===== config.mk =====
export PLATFORM = sky130hd
export DESIGN_NAME = request_unit
export DESIGN_NICKNAME = d
export VERILOG_FILES = /design/src/rtl/request_unit.sv
export SDC_FILE = /design/constraint.sdc
export NUM_CORES = 1
export LEC_CHECK = 0
export BUFFER_PORTS_ARGS = -buffer_cell sky130_fd_sc_hd__clkbuf_2
export CELL_PAD_IN_SITES_DETAIL_PLACEMENT = 1
export CELL_PAD_IN_SITES_GLOBAL_PLACEMENT = 2
export CORE_AREA = 4 4 110 81
export CTS_CLUSTER_DIAMETER = 30
export DETAILED_ROUTE_END_ITERATION = 10
export DIE_AREA = 0 0 114 85
export HOLD_SLACK_MARGIN = 0.08
export PLACE_DENSITY_LB_ADDON = 0.1
export SYNTH_ARGS = -nofsm -noshare
export SYNTH_HDL_FRONTEND = slang
export SYNTH_SLANG_ARGS = --single-unit

===== constraint.sdc =====
create_clock -name CLK -period 5.3 [get_ports CLK]
set_input_delay 1.06 -clock CLK [delete_from_list [all_inputs] [get_ports CLK]]
set_output_delay 1.06 -clock CLK [all_outputs]
set_load 0.005 [all_outputs]

===== src/rtl/request_unit.sv =====
// request_unit: memory request sequencer between the control unit and the
// memory/cache interface of a single-cycle datapath.
//
// Parameters:
//   TIMEOUT     - cycles a request may wait for its hit before timeout_err sets (1..65535)
// Ports:
//   CLK         - system clock, all state updates on the rising edge
//   RST         - synchronous active-high reset
//   MemRead     - current instruction loads
//   MemWrite    - current instruction stores
//   halt        - current instruction is HALT
//   ihit        - instruction word valid this cycle
//   dhit        - data access complete this cycle
//   iREN        - instruction read enable
//   dREN, dWEN  - registered data read/write enables
//   pc_en       - one-cycle pulse: PC advances and register write commits
//   halted      - sticky, core stopped
//   timeout_err - sticky watchdog flag
//   fetch_cnt, data_cnt, stall_cnt - performance counters
// Configuration:
//   REQ_PERF_EN - when defined, builds the performance counters; otherwise
//                 the counter outputs are tied to zero.
module request_unit #(
    parameter int unsigned TIMEOUT = 255
) (
    input  logic        CLK,
    input  logic        RST,
    input  logic        MemRead,
    input  logic        MemWrite,
    input  logic        halt,
    input  logic        ihit,
    input  logic        dhit,
    output logic        iREN,
    output logic        dREN,
    output logic        dWEN,
    output logic        pc_en,
    output logic        halted,
    output logic        timeout_err,
    output logic [31:0] fetch_cnt,
    output logic [31:0] data_cnt,
    output logic [31:0] stall_cnt
);

    typedef enum logic [1:0] {StFetch, StData, StHalted} state_e;

    localparam logic [15:0] Limit = 16'(TIMEOUT);

    state_e      state_q, state_d;
    logic        dren_q, dren_d;
    logic        dwen_q, dwen_d;
    logic [15:0] wait_q, wait_d;
    logic        err_q, err_d;
    logic        pc_hit;
    logic        waiting;
    logic        wait_inc;
    logic        fetch_hit;
    logic        data_hit;

    always_comb begin
        state_d   = state_q;
        dren_d    = dren_q;
        dwen_d    = dwen_q;
        pc_hit    = 1'b0;
        waiting   = 1'b0;
        fetch_hit = 1'b0;
        data_hit  = 1'b0;
        unique case (state_q)
            StFetch: begin
                if (ihit) begin
                    fetch_hit = 1'b1;
                    if (halt) begin
                        state_d = StHalted;
                    end else if (MemRead || MemWrite) begin
                        state_d = StData;
                        // write wins when both are requested
                        dwen_d  = MemWrite;
                        dren_d  = MemRead & ~MemWrite;
                    end else begin
                        pc_hit = 1'b1;
                    end
                end else begin
                    waiting = 1'b1;
                end
            end
            StData: begin
                if (dhit) begin
                    data_hit = 1'b1;
                    pc_hit   = 1'b1;
                    state_d  = StFetch;
                    dren_d   = 1'b0;
                    dwen_d   = 1'b0;
                end else begin
                    waiting = 1'b1;
                end
            end
            StHalted: begin
            end
            default: begin
                state_d = StFetch;
                dren_d  = 1'b0;
                dwen_d  = 1'b0;
            end
        endcase

        // Every state change coincides with a hit, so clearing on !waiting
        // covers both the hit and state-change cases.
        wait_inc = waiting && (wait_q != Limit);
        if (!waiting) begin
            wait_d = 16'd0;
        end else if (wait_inc) begin
            wait_d = wait_q + 16'd1;
        end else begin
            wait_d = wait_q;
        end
        err_d = err_q | (waiting && (wait_d == Limit));
    end

    always_ff @(posedge CLK) begin
        if (RST) begin
            state_q <= StFetch;
            dren_q  <= 1'b0;
            dwen_q  <= 1'b0;
            wait_q  <= 16'd0;
            err_q   <= 1'b0;
        end else begin
            state_q <= state_d;
            dren_q  <= dren_d;
            dwen_q  <= dwen_d;
            wait_q  <= wait_d;
            err_q   <= err_d;
        end
    end

    // Gated by RST so nothing is requested or committed while in reset.
    assign iREN        = (state_q == StFetch) && !RST;
    assign pc_en       = pc_hit && !RST;
    assign dREN        = dren_q;
    assign dWEN        = dwen_q;
    assign halted      = (state_q == StHalted);
    assign timeout_err = err_q;

`ifdef REQ_PERF_EN
    logic [31:0] fetch_cnt_q, data_cnt_q, stall_cnt_q;

    always_ff @(posedge CLK) begin
        if (RST) begin
            fetch_cnt_q <= 32'd0;
            data_cnt_q  <= 32'd0;
            stall_cnt_q <= 32'd0;
        end else begin
            if (fetch_hit) fetch_cnt_q <= fetch_cnt_q + 32'd1;
            if (data_hit)  data_cnt_q  <= data_cnt_q + 32'd1;
            if (wait_inc)  stall_cnt_q <= stall_cnt_q + 32'd1;
        end
    end

    assign fetch_cnt = fetch_cnt_q;
    assign data_cnt  = data_cnt_q;
    assign stall_cnt = stall_cnt_q;
`else
    logic unused_perf;
    assign unused_perf = fetch_hit ^ data_hit ^ wait_inc;
    assign fetch_cnt   = 32'd0;
    assign data_cnt    = 32'd0;
    assign stall_cnt   = 32'd0;
`endif

endmodule


* Word-level counts from Yosys, hierarchy flattened
Cells that the tools add are included.
** Storage, ports and cells
- Register bits :: 21
- Bits in latches :: 0
- Memory bits (writable) :: 0
- Memory bits (read-only) :: 0
- Input port bits :: 7
- Output and inout bits :: 102
- Word-level logic and storage cells :: 52
- Memories kept :: 0
** Cells by class
- $add $sub $neg :: 1
- $mul :: 0
- Divide/modulo/power cells :: 0
- Magnitude comparators :: 0
- Equal/unequal tests :: 9
- Shift operators :: 0
- Muxes and demuxes :: 24
- Bitwise gates (word level) :: 4
- Reductions and logical operators :: 9
** Operator list (count)
- $mux W16 :: 2
- $add A16 B1 Y16 const B :: 1
- $eq A16 B8 Y1 const B :: 1
- $ne A16 B8 Y1 const B :: 1
- $mux W1 :: 13
- $mux W2 :: 4
- $ne A2 B2 Y1 const B :: 4
- $pmux W1 S3 :: 2
- $pmux W2 S3 :: 1
- $reduce_and A5 Y1 :: 1
- $logic_and A1 B1 Y1 :: 4
- $pmux W1 S2 :: 2
- $reduce_and A4 Y1 :: 1
- $ne A3 B3 Y1 const B :: 1
- $eq A2 B1 Y1 const B :: 1
- $eq A2 B2 Y1 const B :: 1
- $logic_not A2 Y1 :: 1
- $not A1 Y1 :: 2
- $and A1 B1 Y1 :: 1
- $logic_not A1 Y1 :: 1
- $logic_or A1 B1 Y1 :: 1
- $or A1 B1 Y1 :: 1

* Logic depth before layout (Yosys ltp)
Gate-level depths: netlist of the first run.
- Depth after elaboration :: 8
- Mapped depth :: 9
- Mapped depth without buffers :: 7

* Worst setup path after synthesis of the first run
Ideal clock, no wire load.
- Kind :: input to output
- Start :: input port halt
- End :: output port pc_en
- Arrival :: 1536 ps
- Required time :: 4240 ps
- Path slack :: 2704 ps
- Stages :: 3
- Path buffers :: 0
- Cell sequence :: nor4_1 a21oi_1 nor3_1
** Between the ends
- Word-level cells in the longest chain between the ends :: 4
** Ends and longest elaborated chain
- start, declared :: line 30 : input logic halt,
- $mux W1 :: line 71 : if (halt) begin
- $mux W1 :: line 69 : if (ihit) begin
- $pmux W1 S2 :: line 67 : unique case (state_q)
- $logic_and A1 B1 Y1 :: line 136 : assign pc_en = pc_hit && !RST;
- end, declared :: line 36 : output logic pc_en,
Every way passes these cells.

* Worst setup path in the final report of the first run
Ends and elaborated chain as after synthesis.

==> results of run 1 <==
==> power groups by stage <==
stage / Sequential, mW / Clock, mW / Combinational [mW]
floorplan: 0.167 / 0 / 0.0847
global placement: 0.169 / 0 / 0.0419
detailed placement: 0.169 / 0 / 0.0418
CTS: 0.166 / 0.174 / 0.0420
global route: 0.166 / 0.180 / 0.0514
finish: 0.166 / 0.167 / 0.0435
==> cell type report <==
class	count	area [um^2]
inverter	1	3.75
multi-input combinational	210	1060
clock buffer	3	75.1
sequential	21	420
timing repair buffer	12	60.1
fill	989	6020
clock inverter	1	5.00
tap	101	126
==> Yosys cell counts, types with 5 or more instances <==
| library cell | number | share of area |
|---|---|---|
| a21oi_1 | 10 | 0.026 |
| buf_4 | 96 | 0.37 |
| clkbuf_1 | 9 | 0.018 |
| dfxtp_1 | 21 | 0.22 |
| nand2_1 | 7 | 0.014 |
| nand3_1 | 6 | 0.016 |
| nand4_1 | 7 | 0.023 |
| nor2_1 | 23 | 0.045 |
| nor3_1 | 6 | 0.016 |
| xnor2_1 | 6 | 0.027 |
| xor2_1 | 5 | 0.023 |
==> worst max path at each step <==
| stage | end | cells past startpoint | slack (ns) |
|---|---|---|---|
| final | pc_en | 5 | 2.38 |
| after CTS | pc_en | 5 | 2.37 |
| after detailed placement | pc_en | 5 | 2.37 |
| after global placement | pc_en | 5 | 2.41 |
| after floorplan | pc_en | 3 | 2.70 |
| after global routing | pc_en | 5 | 2.30 |
==> logic make-up after synthesis <==
| logic type | Yosys count |
|---|---|
| DFF | 21 |
| adders and majority gates | 2 |
| buffers and inverters | 111 |
| AOI/OAI and AO/OA | 26 |
| xor gates and xnor gates | 11 |
| muxes | 3 |
| and+or+nand+nor | 72 |
| other | 1 |
==> worst reg2reg max path: stages, from the launching register on <==
cell     delay (ns)
dfxtp_1        0.43
ha_1           0.26
nand3_1        0.20
or4_4          0.65
or2_0          0.23
a21oi_1        0.14
nand4_1        0.15
o31ai_1        0.30
==> flip-flops by register name (all words and copies together), names as in the netlist <==
name	flops
state_q	2
timeout_err	1
dREN	1
wait_q	16
dWEN	1
==> per-stage QoR <==
stage / total power, mW / instance area (um^2)
floorplan: 0.252 / 2280
global placement: 0.211 / 1670
detailed placement: 0.211 / 1670
CTS: 0.382 / 1750
global route: 0.398 / 1750
finish: 0.377 / 1750
==> placed cells by master, fill, tap and decap left out, types with 2 or more instances in the layout <==
master / n
or4_4: 2
clkbuf_2: 12
and4_1: 3
nor2_1: 23
dfxtp_1: 21
nor3_1: 6
nand2_1: 7
nand2b_1: 2
a31oi_1: 4
nand4_1: 7
nand3b_1: 3
xor2_1: 5
a21oi_1: 10
and3_1: 4
xnor2_1: 6
nand3_1: 6
conb_1: 96
nor2b_1: 3
mux2_2: 2
o21ai_0: 4
or3_1: 2
clkbuf_16: 3
==> routing by layer <==
| layer | part of all wire | GRT usage | vias up |
|---|---|---|---|
| li1 | - | - | 640 |
| met1 | 0.51 | 0.119 | 571 |
| met2 | 0.40 | 0.107 | 60 |
| met3 | 0.089 | 0.0235 | 2 |
| met4 | 0.0027 | 0.0129 | 0 |
| met5 | 0 | 0 | - |
==> impl_metrics.toml, run 1 <==
[clocking]
cts.clk_slew.worst_paths_ns = 0.06
holdBufCountCts = 0
cts_tree = "built"
clock_sinks = 21
clk_latency_ns = 0.26
h-tree-depth = 1
clockBufferDepth = 2
postCtsSetupRepairBufs = 0
cts_resized = 0
numCtsBuffers = 3
cts-root-buf = "clkbuf_16"

[power]
internal_power_mw = 0.274
leakagePower_nw = 0.773
sequentialPowerShare = 0.440
p_comb_frac = 0.116
power.clock.fraction = 0.444
power_switching_mw = 0.103
vdd_drop_max_v = 0.0000826
switching_share = 0.273
p_per_area_nw_per_um2 = 215

[global_routing]
grt_pass1_wl_mm = 6.09
antenna_found_initial = 0
grt_start_max_net_pins = 16
grt_pass1_vias = 1108
grtUsageTotal = 0.0779
overflow = 0

[yosys]
yosys_warnings = 0
synth_top_family_by_area = "buffers and inverters"
synth_xor_area_frac = 0.0501
synth-edff-count = 0
synth_seq_area_share = 0.219
synth_seq_cells = 21
synth_adder_area_share = 0.0117
synth_mux_area_frac = 0.0169
netlist_instances = 247
async_reset_ff_frac = 0
synth_compound_area_frac = 0.0865
ys_types = 40
synth-simple-area-share = 0.200
syn_area_um2 = 1920
syn_area_per_cell_um2 = 7.79
synth_ff_type = "dfxtp_1"

[hold_path]
min_to = "dREN"
hold_start = "dREN"
whs_path_depth = 2
hold_class = "flip-flop to flip-flop"

[floorplan]
core_region_area_um2 = 7770
die_height_um = 85
rows = 27
start_util = 0.248
die_w_um = 114
dieArea_um2 = 9690
num_io_pins = 109

[run_status]
outcome = "complete, no violations"

[place]
gp_congestion = 0.696
pre_cts_ws_ns = 2.37
io_buffers = 12
dpl.hpwl_mm = 3.18
dpl.cell_count = 345

[timing]
fmax_ghz = 0.342
fin_hold_ws_ns = 0.499
fin_tns_setup_ns = 0
fin_ws_ns = 2.38
slew_headroom = 0.541
skew_ns = 0.00406
period_share = 0.551
hold_viol = 0
maxSlewViolCount = 0
worst_slew_pin_slew_ns = 0.686
rsz0062_at_grt = "no"
finalSetupViolCount = 0
period_minus_slack_ns = 2.92

[route]
via_per_inst = 3.65
postRouteAntennaNets = 0
wl_mm = 4.02
drcViolationCount = 0
drtIter0Drc = 44
vias = 1273
drt_first_pass_iters = 4
routedWlPerCell_um = 11.5

[cells_and_area]
instances_no_fill = 349
drive_gt1_frac = 0.0847
final_nets = 257
diodes = 0
area_growth_pct = -8.78
post-route-util = 0.226

[worst_setup_path]
r2r-start = "wait_q[0]"
path_cells = "clkbuf_2 -> nor4_1 -> a21oi_1 -> nor3_1 -> clkbuf_2"
path_common_cell = "clkbuf_2"
critPathLaunchType = "primary input"
critPathMaxStageDelay_ns = 0.30
cp.arrival_ns = 1.86
r2r_cells = 7
cp_num_buf_inv = 2
reg2reg_slack_ns = 2.85
worstPathRequired_ns = 4.24
critPathLaunch = "halt"
path_class = "primary input to primary output"
critPathTopFamily = "simple AND/OR/NAND/NOR gates"
cpMaxStageDelayCell = "nor4_1"
path_max_fanout = 3
end_kind = "primary output"
r2r_end = "timeout_err"

[run]
drv_cap = 0
Power figures use the tool's default switching activity.
==> run 2, diff against run 1 <==
--- a/config.mk
+++ b/config.mk
@@ -8,10 +8,10 @@
 export BUFFER_PORTS_ARGS = -buffer_cell sky130_fd_sc_hd__clkbuf_2
 export CELL_PAD_IN_SITES_DETAIL_PLACEMENT = 1
 export CELL_PAD_IN_SITES_GLOBAL_PLACEMENT = 2
-export CORE_AREA = 4 4 110 81
+export CORE_AREA = 4 4 115 84
 export CTS_CLUSTER_DIAMETER = 30
 export DETAILED_ROUTE_END_ITERATION = 10
-export DIE_AREA = 0 0 114 85
+export DIE_AREA = 0 0 119 88
 export HOLD_SLACK_MARGIN = 0.08
 export PLACE_DENSITY_LB_ADDON = 0.1
 export SYNTH_ARGS = -nofsm -noshare
==> constraint.sdc (replaced) <==
create_clock -name CLK -period 2.7 [get_ports CLK]
set_input_delay 0.54 -clock CLK [delete_from_list [all_inputs] [get_ports CLK]]
set_output_delay 0.54 -clock CLK [all_outputs]
set_load 0.005 [all_outputs]
==> run 2 against run 1 <==
Effect of this change:
- sequential cell count unchanged
- largest power group is now registers
- combinational power increased by 120%
- core utilization decreased by 1.1 points
- die area increased by 8.1%
- global-route usage increased by 0.077 points
- sequential share of layout area decreased by 0.79 points
- highest routed layer unchanged
==> impl_metrics.toml, run 2 (synthesis gave the netlist of run 1 again) <==
[run_status]
outcome = "complete, no violations"

[power]
leakagePower_nw = 0.794
p_per_area_nw_per_um2 = 407
power.clock.fraction = 0.432
power_switching_mw = 0.193
sequentialPowerShare = 0.437
switching_share = 0.261
internal_power_mw = 0.546
vdd_drop_max_v = 0.000215
p_comb_frac = 0.131

[cells_and_area]
final_nets = 262
diodes = 0
largest_reg_flops = 16
multi_input_area_um2 = 1060
final_common_cell = "conb_1"
regArea_um2 = 420
fillers = 1050
area_growth_pct = -5.66
reg_top3 = "wait_q x16, state_q x2"
top_register = "wait_q"
final_cell_mix = "96 x conb_1, 23 x nor2_1, 21 x dfxtp_1"
drive_gt1_frac = 0.0988

[place]
io_buffers = 12
gp_congestion = 0.748
dpl.hpwl_mm = 3.48

[floorplan]
start_util = 0.228
die_height_um = 88
num_io_pins = 109
die_w_um = 119
rows = 28
core_region_area_um2 = 8440
dieArea_um2 = 10500

[worst_setup_path]
path_max_fanout = 8
critPathMaxStageDelay_ns = 0.59
path_cells = "or4_1 -> or4_4 -> or2_0 -> a21oi_1 -> nand4_1 -> o31ai_1"
cp.arrival_ns = 2.47
r2r_cells = 6
r2r_end = "timeout_err"
critPathLaunchType = "flip-flop"
cp_num_buf_inv = 0
reg2reg_slack_ns = 0.40
cpMaxStageDelayCell = "or4_1"
critPathTopFamily = "simple AND/OR/NAND/NOR gates"
r2r-start = "wait_q[8]"
end_kind = "flip-flop"
worstPathRequired_ns = 2.87
path_class = "flip-flop to flip-flop"

[route]
drcViolationCount = 0
postRouteAntennaNets = 0
wl_mm = 4.33
drt_first_pass_iters = 4
drtIter0Drc = 49
routedWlPerCell_um = 11.6
via_per_inst = 3.57
vias = 1333

[hold_path]
hold_class = "flip-flop to flip-flop"
hold_start = "dREN"
whs_path_depth = 2
min_to = "dREN"

[timing]
fin_hold_ws_ns = 0.503
rsz0062_at_grt = "no"
finalSetupViolCount = 0
fmax_ghz = 0.434
skew_ns = 0.00206
period_share = 0.854
hold_viol = 0
period_minus_slack_ns = 2.30
maxSlewViolCount = 0
fin_tns_setup_ns = 0

[global_routing]
grt-busiest-layer = "met1"
antenna_found_initial = 0
overflow = 0
met3_usage = 0.0265
grt_start_max_net_pins = 15
grtUsageTotal = 0.0787
grt_pass1_wl_mm = 6.51
grtUsageMet1 = 0.118
grt_use_met2 = 0.110
grt_pass1_vias = 1240

[clocking]
postCtsSetupRepairBufs = 0
cts.clk_slew.worst_paths_ns = 0.06
numCtsBuffers = 3
clk_latency_ns = 0.25
clockBufferDepth = 2
cts_tree = "built"
cts_resized = 0
clock_sinks = 21
cts-root-buf = "clkbuf_16"
h-tree-depth = 1
holdBufCountCts = 0

[run]
drv_cap = 0
## run 2: cell count changes in the layout (fill, tap and decap cells not counted)
cell      delta
clkbuf_1     +1
clkinv_2     -1
buf_4        +5
## run 2: through the flow
step,cells,power (mW),cell area (um^2),util,setup slack (ns)
after CTS,373,0.753,1810,0.215,0.378
after global placement,369,0.425,1740,0.206,0.427
after detailed placement,369,0.423,1740,0.206,0.394
after global routing,373,0.786,1810,0.215,0.244
after floorplan,342,0.495,2280,-,0.528
final,373,0.739,1810,0.215,0.395
## run 2: cell type report
class | instances | share of cell area
clock buffer | 4 | 0.0434
inverter | 1 | 0.00207
multi-input combinational | 210 | 0.586
sequential | 21 | 0.232
tap | 120 | 0.0828
timing repair buffer | 17 | 0.0538
## run 2: how the worst max path moves through the flow
| stage | from | to | slack (ns) | depth (start not counted) |
|---|---|---|---|---|
| final | wait_q[8] | timeout_err | 0.40 | 6 |
| after global routing | wait_q[0] | timeout_err | 0.24 | 7 |
| after CTS | wait_q[9] | timeout_err | 0.38 | 6 |
| after detailed placement | wait_q[8] | timeout_err | 0.39 | 6 |
| after global placement | wait_q[8] | timeout_err | 0.43 | 6 |
| after floorplan | wait_q[9] | timeout_err | 0.53 | 8 |
## run 2: power by group through the flow
stage	Clock [mW]	Sequential (mW)	Combinational, mW
final	0.319	0.323	0.0966
after global routing	0.348	0.324	0.114
after CTS	0.336	0.323	0.0935
after detailed placement	0	0.330	0.0932
after global placement	0	0.330	0.0953
after floorplan	0	0.328	0.166
## run 2: metal layers
metal / up-vias / share of wire
met3: 2 / 0.076
met4: 0 / 0.0035
met5: - / 0
li1: 651 / -
met2: 54 / 0.41
met1: 626 / 0.51
## run 2: tightest hold or removal path: stages (launching register included)
cell	delay, ns
dfxtp_1	0.31
nor2_1	0.10
nor3_1	0.05
